$ cat src/rtl/step_sequencer_pkg.sv
// Shared definitions for the trace step sequencer and related trace checkers.
//   STEP_W / REGS_W    : trace step word and register-file widths
//   *_LSB              : field offsets inside a step word
//   err_e              : verdict error codes
//   state_e            : sequencer FSM states
package step_sequencer_pkg;
   localparam int STEP_W    = 560;
   localparam int REGS_W    = 320;
   localparam int INSTR_LSB = 0;
   localparam int REGS_LSB  = 96;
   localparam int HINT1_LSB = 416;
   localparam int HINT2_LSB = 488;

   typedef enum logic [1:0] {
      ERR_NONE     = 2'd0,
      ERR_MISMATCH = 2'd1,
      ERR_OVERFLOW = 2'd2,
      ERR_PROTO    = 2'd3
   } err_e;

   typedef enum logic [2:0] {
      S_IDLE, S_FIRST, S_ISSUE, S_WAIT, S_NEXT, S_DONE, S_FAIL
   } state_e;
endpackage

$ cat src/rtl/step_check_regs.sv
// Register-file equality comparator.
//   clk, rst   : clock / async active-high reset (used only when REG_OUT=1)
//   a, b       : register files to compare
//   mismatch   : combinational a != b
//   mismatch_q : registered mismatch when REG_OUT=1, else same as mismatch
module step_check_regs
   import step_sequencer_pkg::*;
#(
   parameter int W       = REGS_W,
   parameter bit REG_OUT = 1'b0
) (
   input  logic         clk,
   input  logic         rst,
   input  logic [W-1:0] a,
   input  logic [W-1:0] b,
   output logic         mismatch,
   output logic         mismatch_q
);
   assign mismatch = (a != b);

   generate
      if (REG_OUT) begin : g_reg
         always_ff @(posedge clk or posedge rst) begin
            if (rst) mismatch_q <= 1'b0;
            else     mismatch_q <= mismatch;
         end
      end else begin : g_comb
         logic unused_clk_rst;
         assign unused_clk_rst = clk ^ rst;
         assign mismatch_q     = mismatch;
      end
   endgenerate
endmodule

$ cat src/rtl/step_sequencer.sv
// Trace step sequencer: takes step words from the trace loader, issues them one
// at a time to the fetch/execute datapath, and checks each returned post-state
// against the pre-state of the following step.
//   step_in_*     : step word stream from the loader (ready is a state decode)
//   issue_*       : current step towards the datapath
//   result_*      : datapath post-state, single-cycle pulse
//   step_count    : steps issued, saturating at MAX_STEPS
//   done/ok/err   : sticky verdict
module step_sequencer
   import step_sequencer_pkg::*;
#(
   parameter int MAX_STEPS = 1024,
   parameter int CNT_W     = 16
) (
   input  logic              clk,
   input  logic              rst,
   input  logic              step_in_valid,
   output logic              step_in_ready,
   input  logic [STEP_W-1:0] step_in,
   input  logic              step_in_last,
   output logic              issue_valid,
   input  logic              issue_ready,
   output logic [STEP_W-1:0] issue_step,
   input  logic              result_valid,
   input  logic [REGS_W-1:0] result_regs,
   output logic [CNT_W-1:0]  step_count,
   output logic              done,
   output logic              ok,
   output logic [1:0]        err_code
);
   state_e              state, state_nx;
   err_e                err_q, err_nx;
   logic [STEP_W-1:0]   step_q;
   logic                last_q;
   logic [REGS_W-1:0]   res_q;
   logic [CNT_W-1:0]    cnt_q;
   logic                load, take, cap;
   logic                mismatch, unused_mismatch_q;
   logic                at_max;

   step_check_regs #(.W(REGS_W), .REG_OUT(1'b0)) u_chk (
      .clk        (clk),
      .rst        (rst),
      .a          (step_in[REGS_LSB +: REGS_W]),
      .b          (res_q),
      .mismatch   (mismatch),
      .mismatch_q (unused_mismatch_q)
   );

   assign at_max = (cnt_q == CNT_W'(MAX_STEPS));

   always_comb begin
      state_nx = state;
      err_nx   = err_q;
      load     = 1'b0;
      take     = 1'b0;
      cap      = 1'b0;
      case (state)
         S_IDLE:  state_nx = S_FIRST;
         S_FIRST: begin
            if (result_valid) begin
               state_nx = S_FAIL;
               err_nx   = ERR_PROTO;
            end else if (step_in_valid) begin
               load     = 1'b1;
               state_nx = S_ISSUE;
            end
         end
         S_ISSUE: begin
            if (result_valid) begin
               state_nx = S_FAIL;
               err_nx   = ERR_PROTO;
            end else if (issue_ready) begin
               take     = 1'b1;
               state_nx = S_WAIT;
            end
         end
         S_WAIT: begin
            if (result_valid) begin
               cap      = 1'b1;
               state_nx = last_q ? S_DONE : S_NEXT;
            end
         end
         S_NEXT: begin
            if (result_valid) begin
               state_nx = S_FAIL;
               err_nx   = ERR_PROTO;
            end else if (step_in_valid) begin
               // a rejected word is still consumed (ready was high)
               if (mismatch) begin
                  state_nx = S_FAIL;
                  err_nx   = ERR_MISMATCH;
               end else if (at_max) begin
                  state_nx = S_FAIL;
                  err_nx   = ERR_OVERFLOW;
               end else begin
                  load     = 1'b1;
                  state_nx = S_ISSUE;
               end
            end
         end
         default: ;
      endcase
   end

   always_ff @(posedge clk or posedge rst) begin
      if (rst) begin
         state  <= S_IDLE;
         err_q  <= ERR_NONE;
         step_q <= '0;
         last_q <= 1'b0;
         res_q  <= '0;
         cnt_q  <= '0;
      end else begin
         state <= state_nx;
         err_q <= err_nx;
         if (load) begin
            step_q <= step_in;
            last_q <= step_in_last;
         end
         if (take && !at_max) cnt_q <= cnt_q + 1'b1;
         if (cap) res_q <= result_regs;
      end
   end

   // all outputs are decodes of registered state only
   assign step_in_ready = (state == S_FIRST) || (state == S_NEXT);
   assign issue_valid   = (state == S_ISSUE);
   assign issue_step    = step_q;
   assign step_count    = cnt_q;
   assign done          = (state == S_DONE) || (state == S_FAIL);
   assign ok            = (state == S_DONE);
   assign err_code      = (state == S_FAIL) ? err_q : ERR_NONE;
endmodule

$ cat config.mk
export PLATFORM = sky130hd
export DESIGN_NAME = step_sequencer
export DESIGN_NICKNAME = d
export VERILOG_FILES = /design/src/rtl/step_sequencer_pkg.sv /design/src/rtl/step_check_regs.sv /design/src/rtl/step_sequencer.sv
export SDC_FILE = /design/constraint.sdc
export NUM_CORES = 2
export LEC_CHECK = 0
export ABC_AREA = 0
export BUFFER_PORTS_ARGS = -buffer_cell sky130_fd_sc_hd__buf_2
export CAP_MARGIN = 20
export CORE_AREA = 2 2 569 571
export CTS_BUF_LIST = sky130_fd_sc_hd__clkbuf_4
export DETAILED_ROUTE_END_ITERATION = 8
export DIE_AREA = 0 0 571 573
export GPL_TIMING_DRIVEN = 0
export PLACE_DENSITY = 0.33
export SKIP_CTS_REPAIR_TIMING = 1
export SYNTH_ARGS = -nofsm -noshare
export SYNTH_HDL_FRONTEND = slang
export SYNTH_SLANG_ARGS = --single-unit
$ cat constraint.sdc
create_clock -name clk -period 34.8 [get_ports clk]
set_input_delay 5.22 -clock clk [delete_from_list [all_inputs] [get_ports clk]]
set_output_delay 5.22 -clock clk [all_outputs]
set_load 0.02 [all_outputs]
==> flow_metrics.env <==
export IMPL_status="completed"
export IMPL_relSlewSlack_pct=19.16
export IMPL_worstHoldPathCells=1
export IMPL_required_ns=35.88
export IMPL_crit_path_start_kind="primary input"
export IMPL_maxCapViolations=0
export IMPL_layout_min_cycle_time_ns=9.490
export IMPL_drtAntennaViolNets=0
export IMPL_dieArea_um2=327200
export IMPL_area_growth_pct=47.56
export IMPL_synth_edf_count=0
export IMPL_seq_area_um2=22570
export IMPL_worstPathCellList="buf_2, xor2_1, nor4_1, nand4_1, nor4_1, nand3_1, o31a_1, clkbuf_1, buf_2, mux2_2"
export IMPL_grt_first_pass_wirelength_um=374600
export IMPL_cts_root_buffer="clkbuf_4"
export IMPL_cp_arrival_ns=10.57
export IMPL_final_core_util_pct=17.13
export IMPL_insertion_delay_ns=1.30
export IMPL_port_buffers=1467
export IMPL_die_w_um=571
export IMPL_switching_power_w=0.0006525
export IMPL_netlist_area_leader_share_pct=60.69
export IMPL_drive_gt1_share_pct=60.27
export IMPL_cts_tree="yes"
export IMPL_firstDrtPassIters=4
export IMPL_synth_top_cell_by_area="dfrtp_1"
export IMPL_synth_area_top_cells="dfrtp_1, mux2_2, mux2_1, xor2_1, nor4_1"
export IMPL_gp_congestion=0.8759
export IMPL_pwr_density_cell_nw_per_um2=42.80
export IMPL_yosys_warnings=0
export IMPL_p_clk_share_pct=49.9
export IMPL_cts_htree_levels=5
export IMPL_start_util_pct=11.61
export IMPL_synthCells=2410
export IMPL_hold_path_class="flop to flop"
export IMPL_critPathMaxStageDelay_ns=0.96
export IMPL_hold_viol_final=0
export IMPL_routed_wl_um=305200
export IMPL_tightestPinTransition_ns=1.203
export IMPL_drtIter0Drc=1273
export IMPL_syn_num_nets=3298
export IMPL_cpMaxStageDelayCell="nor4_1"
export IMPL_cts_clk_slew_worst_paths_ns=0.05
export IMPL_finClkSkew_ns=0.1131
export IMPL_seqPwrFrac_pct=44.7
export IMPL_wl_per_cell_um=34.61
export IMPL_drcViolationCount=0
export IMPL_route_vias_total=30420
export IMPL_min_period_over_period_pct=27.27
export IMPL_slew_violations=0
export IMPL_clockBufferDepth=4
export IMPL_finalNetCount=5129
export IMPL_multi_input_area_um2=14040
export IMPL_num_rows=208
export IMPL_seq_area_frac_synth_pct=60.69
export IMPL_ys_async_sr_fraction_pct=100.0
export IMPL_clock_sinks=902
export IMPL_yosys_register_bits=902
export IMPL_fp_dieH_um=573
export IMPL_grt_usage_pct=18.12
export IMPL_synth_cell_types=37
export IMPL_clock_fmax_mhz=105.4
export IMPL_p_total_w=0.002349
export IMPL_cellLeakagePower_nw=30.00
export IMPL_syn_area_per_cell_um2=15.43
export IMPL_syn_area_um2=37190
export IMPL_endpoint_kind="flop"
export IMPL_ff2ff_path_depth=9
export IMPL_grt_pass1_vias=31600
export IMPL_fill_cells=35880
export IMPL_detailed_place_hpwl_um=256400
export IMPL_ys_flop_type="dfrtp_1"
export IMPL_antenna_found_initial=319
export IMPL_tns_ns=0
export IMPL_grt_max_degree=112
export IMPL_peakVddDrop_v=0.00002349
export IMPL_rsz0062_at_grt="no"
export IMPL_ios=1468
export IMPL_coreArea_um2=320400
export IMPL_crit_fanout=11
export IMPL_tritoncts_num_buffers=306
export IMPL_grt_overflow_total=0
export IMPL_internal_power_w=0.001696
export IMPL_finalSetupViolCount=0
export IMPL_p_sw_share_pct=27.78
export IMPL_criticalPathCategory="primary input to flop"
export IMPL_avgViaCountPerCell=3.450
export IMPL_combPwrFrac_pct=5.5
## worst paths after layout
kind                                             start                           to  slack, ns
hold / removal             issue_step[246]$_DFFE_PP0P_  issue_step[246]$_DFFE_PP0P_       0.48
setup / recovery                          step_in[187]  issue_step[406]$_DFFE_PP0P_      25.31
max in group asynchronous                          rst  issue_step[324]$_DFFE_PP0P_      28.36
hold reg to reg            issue_step[246]$_DFFE_PP0P_  issue_step[246]$_DFFE_PP0P_       0.48
min in group asynchronous                          rst  issue_step[375]$_DFFE_PP0P_       3.93
setup reg to reg                 res_q[91]$_DFFE_PP0P_  issue_step[406]$_DFFE_PP0P_      29.03
## power groups by stage
stage               Clock [W]  Combinational (W)  Sequential, W
CTS                   0.00124           0.000134        0.00105
floorplan                   0          0.0000302        0.00107
global placement            0           0.000127        0.00107
finish                0.00117           0.000128        0.00105
global route          0.00129           0.000141        0.00105
detailed placement          0           0.000133        0.00107
## per-layer routing
metal	share of wire, %	global-route usage (%)	vias to the layer above
li1	-	-	12510
met3	11	8.452	772
met2	48	30.98	1824
met5	0.30	0	-
met1	37	19.60	15170
met4	3.9	5.895	144
## flip-flops by register name, summed over array words and instances, names as in the netlist
signal and cells:
state 3, step_count 16, res_q 320, issue_step 560, last_q 1, err_q 2
## per-stage QoR
| stage | setup WS [ns] | cells | hold WS (ns) | cell area (µm²) |
|---|---|---|---|---|
| detailed placement | 24.04 | 8238 | 0.4754 | 51010 |
| global placement | -11.62 | 8182 | 0.4694 | 49920 |
| floorplan | 4.223 | 2410 | 0.4522 | 37190 |
| finish | 25.31 | 8818 | 0.4803 | 54880 |
| global route | 25.48 | 8759 | 0.4935 | 54730 |
| CTS | 25.51 | 8735 | 0.4871 | 54670 |
## synthesized netlist by cell type (all sizes together) (2+ instances only)
master	instances
inv	7
mux2	881
and3	7
nand3	8
ha	2
nor2	13
dfrtp	902
a21oi	6
nor3	4
xor2	297
nand2	10
o21ai	7
nor4	80
xnor2	37
clkbuf	48
buf	54
nor4b	2
nand4	30
## critical path: cells and delay by family
family	cells	cell delay, ns
buffers and inverters	3	1.07
AO/OA/AOI/OAI	1	0.53
multiplexers	1	0.44
XOR/XNOR	1	0.24
AND/OR/NAND/NOR	4	2.94
## cells in the final DEF (no fill, tap or decap), drive strengths merged, types with 2 or more instances in the layout
cell type | netlist | layout
buf | 54 | 1577
nand3 | 8 | 8
clkbuf | 48 | 470
o21ai | 7 | 7
nor3 | 4 | 4
inv | 7 | 19
nor4 | 80 | 80
dfrtp | 902 | 902
diode | 0 | 83
nor4b | 2 | 2
xnor2 | 37 | 37
clkinv | 1 | 53
nand4 | 30 | 30
bufinv | 0 | 6
a21oi | 6 | 6
ha | 2 | 2
nand2 | 10 | 10
clkinvlp | 0 | 5
mux2 | 881 | 881
and3 | 7 | 7
xor2 | 297 | 297
nor2 | 13 | 13
## logic make-up after synthesis
logic type / synth area share [%]
DFF: 60.69
muxes: 26.67
xor gates and xnor gates: 7.865
and+or+nand+nor: 2.530
buffers and inverters: 1.830
AOI/OAI and AO/OA: 0.3432
adders and majority gates: 0.06727
## area by class of cell
cell class,count,share of cell area (%)
sequential,902,41.13
tap,4305,9.815
clock inverter,75,0.9074
buffer,102,1.265
antenna,83,0.3785
timing repair buffer,1523,15.08
clock buffer,422,5.773
multi-input combinational,1398,25.58
inverter,8,0.06840
Note: power is estimated with default switching activity, not from simulation.
